## config.mk

```make
export PLATFORM = sky130hd
export DESIGN_NAME = muldiv_ctrl
export DESIGN_NICKNAME = d
export VERILOG_FILES = /design/src/rtl/muldiv_pkg.sv /design/src/rtl/div_core.sv /design/src/rtl/muldiv_ctrl.sv
export SDC_FILE = /design/constraint.sdc
export NUM_CORES = 2
export LEC_CHECK = 0
export ABC_CLOCK_PERIOD_IN_PS = 10200
export BUFFER_PORTS_ARGS = -buffer_cell sky130_fd_sc_hd__buf_4
export CAP_MARGIN = 30
export CORE_MARGIN = 2
export CORE_UTILIZATION = 49
export DETAILED_ROUTE_END_ITERATION = 10
export PLACE_DENSITY_LB_ADDON = 0.3
export SLEW_MARGIN = 20
export SYNTH_ARGS = -nofsm -noshare
export SYNTH_HDL_FRONTEND = slang
export SYNTH_SLANG_ARGS = --single-unit
```

## constraint.sdc

```tcl
create_clock -name clk -period 10.2 [get_ports clk]
set_clock_uncertainty 0.1 [all_clocks]
set_input_delay 1.02 -clock clk [delete_from_list [all_inputs] [get_ports clk]]
set_output_delay 1.02 -clock clk [all_outputs]
set_load 0.01 [all_outputs]
```

## src/rtl/muldiv_pkg.sv

```systemverilog
// Shared definitions for the HI/LO multiply/divide sequencer.
// Holds the FSM state encoding and the default operand width, iteration count and counter width.
// Optional build macro used by importers: MULDIV_SEQ_MULT_EN (iterative multiply on the divider adder).
package muldiv_pkg;
   localparam int DEF_WIDTH     = 32;
   localparam int DEF_DIV_ITERS = DEF_WIDTH;
   localparam int DEF_CNT_W     = $clog2(DEF_DIV_ITERS);

   typedef enum logic [1:0] {
      IDLE = 2'd0,
      MUL  = 2'd1,
      DIV  = 2'd2,
      DONE = 2'd3
   } state_t;
endpackage

```

## src/rtl/div_core.sv

```systemverilog
// Iterative restoring divider datapath: one quotient bit per step through a shared adder.
// Latency: one step per cycle; step results (hi_n/lo_n) are combinational from the current registers.
// No backpressure: the controller pulses load once, then asserts step per cycle; clear wipes state.
// Ports: load/step/clear/mul controls, a/b magnitudes in, hi_n/lo_n = remainder/quotient after this step.
// With mul high the same adder performs a shift-add multiply step (hi_n:lo_n = partial product).
module div_core
   import muldiv_pkg::*;
#(
   parameter int WIDTH = DEF_WIDTH
) (
   input  logic             clk,
   input  logic             resetn,
   input  logic             load,
   input  logic             step,
   input  logic             clear,
   input  logic             mul,
   input  logic [WIDTH-1:0] a,
   input  logic [WIDTH-1:0] b,
   output logic [WIDTH-1:0] hi_n,
   output logic [WIDTH-1:0] lo_n
);
   logic [WIDTH-1:0] acc;   // partial remainder / high product half
   logic [WIDTH-1:0] quo;   // dividend shifting out, quotient shifting in / low product half
   logic [WIDTH-1:0] dvs;   // divisor / multiplicand
   logic [WIDTH:0]   x, y;
   logic [WIDTH+1:0] sum;

   // Divide: trial subtract of the shifted remainder; carry out means no borrow.
   // Multiply: plain add of the multiplicand into the high half.
   assign x   = mul ? {1'b0, acc} : {acc, quo[WIDTH-1]};
   assign y   = mul ? {1'b0, dvs} : ~{1'b0, dvs};
   assign sum = {1'b0, x} + {1'b0, y} + {{(WIDTH+1){1'b0}}, !mul};

   always_comb begin
      hi_n = acc;
      lo_n = quo;
      if (mul) begin
         if (quo[0]) begin
            hi_n = sum[WIDTH:1];
            lo_n = {sum[0], quo[WIDTH-1:1]};
         end else begin
            hi_n = {1'b0, acc[WIDTH-1:1]};
            lo_n = {acc[0], quo[WIDTH-1:1]};
         end
      end else begin
         if (sum[WIDTH+1]) begin
            hi_n = sum[WIDTH-1:0];
            lo_n = {quo[WIDTH-2:0], 1'b1};
         end else begin
            hi_n = {acc[WIDTH-2:0], quo[WIDTH-1]};
            lo_n = {quo[WIDTH-2:0], 1'b0};
         end
      end
   end

   always_ff @(posedge clk or negedge resetn) begin
      if (!resetn) begin
         acc <= '0;
         quo <= '0;
         dvs <= '0;
      end else if (clear) begin
         acc <= '0;
         quo <= '0;
         dvs <= '0;
      end else if (load) begin
         acc <= '0;
         quo <= a;
         dvs <= b;
      end else if (step) begin
         acc <= hi_n;
         quo <= lo_n;
      end
   end
endmodule

```

## src/rtl/muldiv_ctrl.sv

```systemverilog
// HI/LO multiply/divide sequencer: accepts one MULT/MULTU/DIV/DIVU, runs it, pulses hilo_we once.
// Latency from accept: mult 2 (33 with MULDIV_SEQ_MULT_EN), div 33, divide-by-zero 1.
// Holds the pipeline with combinational stall_o while busy; flush cancels work and suppresses the write.
// Ports: start/ismult/signedmult/isdiv/signeddiv/opa/opb/flush in; stall_o, hi_o, lo_o, hilo_we out.
// Build macro MULDIV_SEQ_MULT_EN: multiply runs as a shift-add through div_core instead of '*'.
module muldiv_ctrl
   import muldiv_pkg::*;
#(
   parameter int WIDTH     = DEF_WIDTH,
   parameter int DIV_ITERS = WIDTH
) (
   input  logic             clk,
   input  logic             resetn,
   input  logic             start,
   input  logic             ismult,
   input  logic             signedmult,
   input  logic             isdiv,
   input  logic             signeddiv,
   input  logic [WIDTH-1:0] opa,
   input  logic [WIDTH-1:0] opb,
   input  logic             flush,
   output logic             stall_o,
   output logic [WIDTH-1:0] hi_o,
   output logic [WIDTH-1:0] lo_o,
   output logic             hilo_we
);
   localparam int               CNT_W = (DIV_ITERS > 1) ? $clog2(DIV_ITERS) : 1;
   localparam logic [CNT_W-1:0] LAST  = CNT_W'(DIV_ITERS - 1);

   state_t           state, state_nxt;
   logic [CNT_W-1:0] count;
   logic             accept, div0, op_sgn, sa, sb;
   logic             neg_q, neg_r;
   logic             core_step, core_mul;
   logic [WIDTH-1:0] mag_a, mag_b, core_hi, core_lo;

   assign div0   = (opb == '0);
   assign accept = (state == IDLE) && start && (ismult || isdiv) && !flush;
   assign op_sgn = ismult ? signedmult : signeddiv;
   assign sa     = op_sgn & opa[WIDTH-1];
   assign sb     = op_sgn & opb[WIDTH-1];
   // Most-negative operand negates to itself, which is the right unsigned magnitude.
   assign mag_a  = sa ? -opa : opa;
   assign mag_b  = sb ? -opb : opb;

   assign stall_o = resetn && (accept || (state == MUL) || (state == DIV));
   assign hilo_we = (state == DONE) && !flush;

`ifdef MULDIV_SEQ_MULT_EN
   assign core_mul  = (state == MUL);
   assign core_step = !flush && ((state == MUL) || (state == DIV));
`else
   logic [2*WIDTH-1:0] ext_a, ext_b, prod;
   assign core_mul  = 1'b0;
   assign core_step = !flush && (state == DIV);
   // Sign/zero-extended operands: the low 2*WIDTH bits of the product are exact either way.
   assign prod      = ext_a * ext_b;
`endif

   div_core #(.WIDTH(WIDTH)) u_core (
      .clk    (clk),
      .resetn (resetn),
      .load   (accept),
      .step   (core_step),
      .clear  (flush),
      .mul    (core_mul),
      .a      (mag_a),
      .b      (mag_b),
      .hi_n   (core_hi),
      .lo_n   (core_lo)
   );

   always_comb begin
      state_nxt = state;
      case (state)
         IDLE: if (accept) state_nxt = ismult ? MUL : (div0 ? DONE : DIV);
`ifdef MULDIV_SEQ_MULT_EN
         MUL:  if (count == LAST) state_nxt = DONE;
`else
         MUL:  state_nxt = DONE;
`endif
         DIV:  if (count == LAST) state_nxt = DONE;
         DONE: state_nxt = IDLE;
         default: state_nxt = IDLE;
      endcase
      if (flush) state_nxt = IDLE;
   end

   always_ff @(posedge clk or negedge resetn) begin
      if (!resetn) begin
         state <= IDLE;
         count <= '0;
      end else begin
         state <= state_nxt;
         if (!flush && ((state == MUL) || (state == DIV))) count <= count + CNT_W'(1);
         else count <= '0;
      end
   end

   // Operand-side capture at accept; later input changes are ignored.
   always_ff @(posedge clk or negedge resetn) begin
      if (!resetn) begin
         neg_q <= 1'b0;
         neg_r <= 1'b0;
`ifndef MULDIV_SEQ_MULT_EN
         ext_a <= '0;
         ext_b <= '0;
`endif
      end else if (accept) begin
         neg_q <= sa ^ sb;
         neg_r <= sa;
`ifndef MULDIV_SEQ_MULT_EN
         ext_a <= {{WIDTH{sa}}, opa};
         ext_b <= {{WIDTH{sb}}, opb};
`endif
      end
   end

   // Results land on the edge into DONE so they are valid alongside hilo_we.
   always_ff @(posedge clk or negedge resetn) begin
      if (!resetn) begin
         hi_o <= '0;
         lo_o <= '0;
      end else if (!flush) begin
         if (accept && !ismult && div0) begin
            hi_o <= opa;
            lo_o <= '1;
         end else if ((state == DIV) && (count == LAST)) begin
            lo_o <= neg_q ? -core_lo : core_lo;
            hi_o <= neg_r ? -core_hi : core_hi;
`ifdef MULDIV_SEQ_MULT_EN
         end else if ((state == MUL) && (count == LAST)) begin
            {hi_o, lo_o} <= neg_q ? -{core_hi, core_lo} : {core_hi, core_lo};
`else
         end else if (state == MUL) begin
            {hi_o, lo_o} <= prod;
`endif
         end
      end
   end
endmodule

```

==> metrics.md <==
| Metric | Value |
|---|---|
| Final hold vios | `0` |
| Ant. Diodes | `0` |
| Global route overflow | `0` |
| CP Launch Type | `register` |
| Fmax | `108 MHz` |
| GPL Wtd Cong | `0.993` |
| Port buffer count | `137` |
| Die area | `111000 um^2` |
| TritonCTS Sinks | `234` |
| Vias in the first global route | `43700` |
| Post-synth EDFFs | `0` |
| XOR/XNOR share of the synthesized area | `3.26%` |
| CP Depth | `28` |
| Critical path's largest stage delay | `1.00 ns` |
| Crit path required time | `10.57 ns` |
| RSZ-0062 raised after global routing | `no` |
| Clock-pin slew on the worst setup and hold paths | `0.06 ns` |
| Post-Synth Adder-Cell Area | `48.3%` |
| Clk_lat worst skew | `0.60 ns` |
| Primary FF master, synth | `dfrtp_1` |
| Worst slew margin | `31.3%` |
| Routed Antenna Nets | `0` |
| Most frequent cells in the layout | `1174 x inv_1, 1126 x fa_1, 874 x nand2_1` |
| WL final | `154000 um` |
| Yosys cell types | `94` |
| Core area | `107000 um^2` |
| Cells after Synth | `5977` |
| Die width | `334 um` |
| Measured slew at the worst slew-check pin | `1.03 ns` |
| Synth Cell Area | `53200 um^2` |
| Synth Area in Compound Gates | `8.76%` |
| Vias after detailed routing | `41300` |
| CTS root buffer | `clkbuf_16` |
| WS Path Type | `reg -> reg` |
| Largest net degree at the start of global routing | `141` |
| Main combinational cell family by area after synthesis | `adder cells` |
| Most common cell after layout, fill and taps aside | `inv_1` |
| Number of vias per cell | `5.61` |
| Critical path's most frequent cell | `fa_1` |
| Fin util | `52.9%` |
| CTS tree | `built` |
| Row count | `120` |
| Post-route worst setup slack | `0.912 ns` |
| Place WS | `1.10 ns` |
| Crit path max-delay family | `adder cells` |
| Crit path buf inv count | `7` |
| Post-synthesis area per instance | `8.91 um^2` |
| Syn_nets | `7430` |
| Final period utilization | `91.1%` |
| Layout Nets | `7384` |
| Drt wl/cell | `20.9 um` |
| Post-layout min period | `9.29 ns` |
| Pins Over Slew Limit | `0` |
| Clock Tree Buf Depth | `3` |
| Total GRT Usage | `28.6%` |
| Initial antenna violation count | `2` |
| Drt drc | `0` |
| Initial Utilization | `49.6%` |
| Synth Area in Simple Gates | `17.2%` |
| Async SR Flop Fraction | `100%` |
| Cell taking the most area after synthesis | `fa_1` |
| Setup violations, final | `0` |
| Slowest-stage cell, CP | `dfrtp_1` |
| Crit. End Element | `register` |
| Fin Setup TNS | `0 ns` |
| Drt first pass iters | `8` |
| IO Pins | `138` |
| Iter 0 DRT Violations | `3209` |
| Status | `complete, no violations` |
| CTS resizes | `0` |
| Top cell type's share of synthesized area | `42.3%` |
| H-tree levels | `1` |
| Worst Reg-to-Reg Cells | `28` |
| Mux contribution to synthesized area | `0.764%` |
| Hold_buf cts | `0` |
| Proportion of layout cells with a drive suffix above 1 | `5.86%` |
| Worst Path Arrival | `9.66 ns` |
| Setup Fix Bufs, Post-CTS | `0` |
| Synth warn | `0` |
| Max_cap viols | `0` |
| Detail Placement HPWL | `125000 um` |
| Ranking of synthesized cells by area | `fa_1 42%, dfrtp_1 11%, inv_1 8.3%` |
| Die Ht | `334 um` |
| Post-synthesis register bit count | `234` |
| Total CTS buffers | `29` |
| Seq/Total Area, Yosys | `11.0%` |
| Global-route wire length before repair | `249000 um` |
| Worst Hold Class | `in -> async` |
| Syn-to-layout area delta | `6.67%` |
| Peak fanout along the critical path | `21` |
[layout make-up]
class	instances	area (um^2)
Fill cell	9797	50600
Clock inverter	19	262
Tap cell	1403	1760
Multi-Input combinational cell	4248	41800
Inverter	1176	4410
Timing Repair Buffer	242	1940
Sequential cell	234	5860
Clock buffer	35	788
[state kept, by name, summed over array words and instances (netlist names)]
name / flops
neg_q: 1
count: 5
u_core.acc: 32
hi_o: 32
state: 2
lo_o: 32
u_core.quo: 32
ext_a: 32
ext_b: 33
u_core.dvs: 32
neg_r: 1
[cell usage after synthesis, drive strengths merged (26+ instances only)]
library cell	number
inv	1175
fa	1126
nand2	876
and2	555
clkbuf	289
ha	255
dfrtp	234
nor2	209
o21ai	209
a21oi	174
xnor2	119
xor2	79
a211oi	69
nand3	41
nor3	41
a31oi	40
nor2b	40
mux2i	35
nand2b	35
a21o	34
buf	30
o31ai	30
or3	27
a22oi	26
[metrics by stage]
step,cell area [um^2],hold WS (ns),std cells
floorplan,53200,0.330,5977
global placement,55500,0.345,7290
detailed placement,55600,0.359,7296
CTS,56700,0.368,7350
global route,56800,0.378,7357
finish,56800,0.366,7357
[kinds of logic after synthesis]
logic type / count (synthesis)
compound gates: 726
xor+xnor: 198
fa+ha+maj: 1381
buf+inv: 1495
flops: 234
mux: 40
simple gates: 1903
[worst reg2reg max path, delay by kind of cell, from the launching register on]
kind | cells | cell delay [ns]
fa+ha+maj | 9 | 4.34
flops | 1 | 1.00
buf+inv | 7 | 0.77
simple gates | 3 | 0.55
xor+xnor | 1 | 0.26
compound gates | 8 | 2.18
[layer usage]
metal	GRT usage [%]	share of wire, %	vias up	wire length (um)
li1	-	-	18100	-
met5	0	0.015	-	23
met4	7.82	3.0	4	4600
met3	4.24	8.8	239	13600
met1	40.0	41	21200	63400
met2	46.5	47	1767	72200
[final timing paths]
kind | from | end | slack [ns]
min in group clk | count[0]$_DFF_PN0_ | count[0]$_DFF_PN0_ | 0.37
max in group asynchronous | resetn | u_core.dvs[22]$_DFFE_PN0P_ | 8.24
setup reg to reg | ext_b[10]$_DFFE_PN0P_ | hi_o[16]$_DFFE_PN0P_ | 0.91
hold / removal | resetn | u_core.dvs[5]$_DFFE_PN0P_ | 0.37
setup / recovery | ext_b[10]$_DFFE_PN0P_ | hi_o[16]$_DFFE_PN0P_ | 0.91
hold reg to reg | count[0]$_DFF_PN0_ | count[0]$_DFF_PN0_ | 0.37
Power is not shown: default switching activity piles up to over one toggle a cycle in this logic, so the estimate is an artifact.
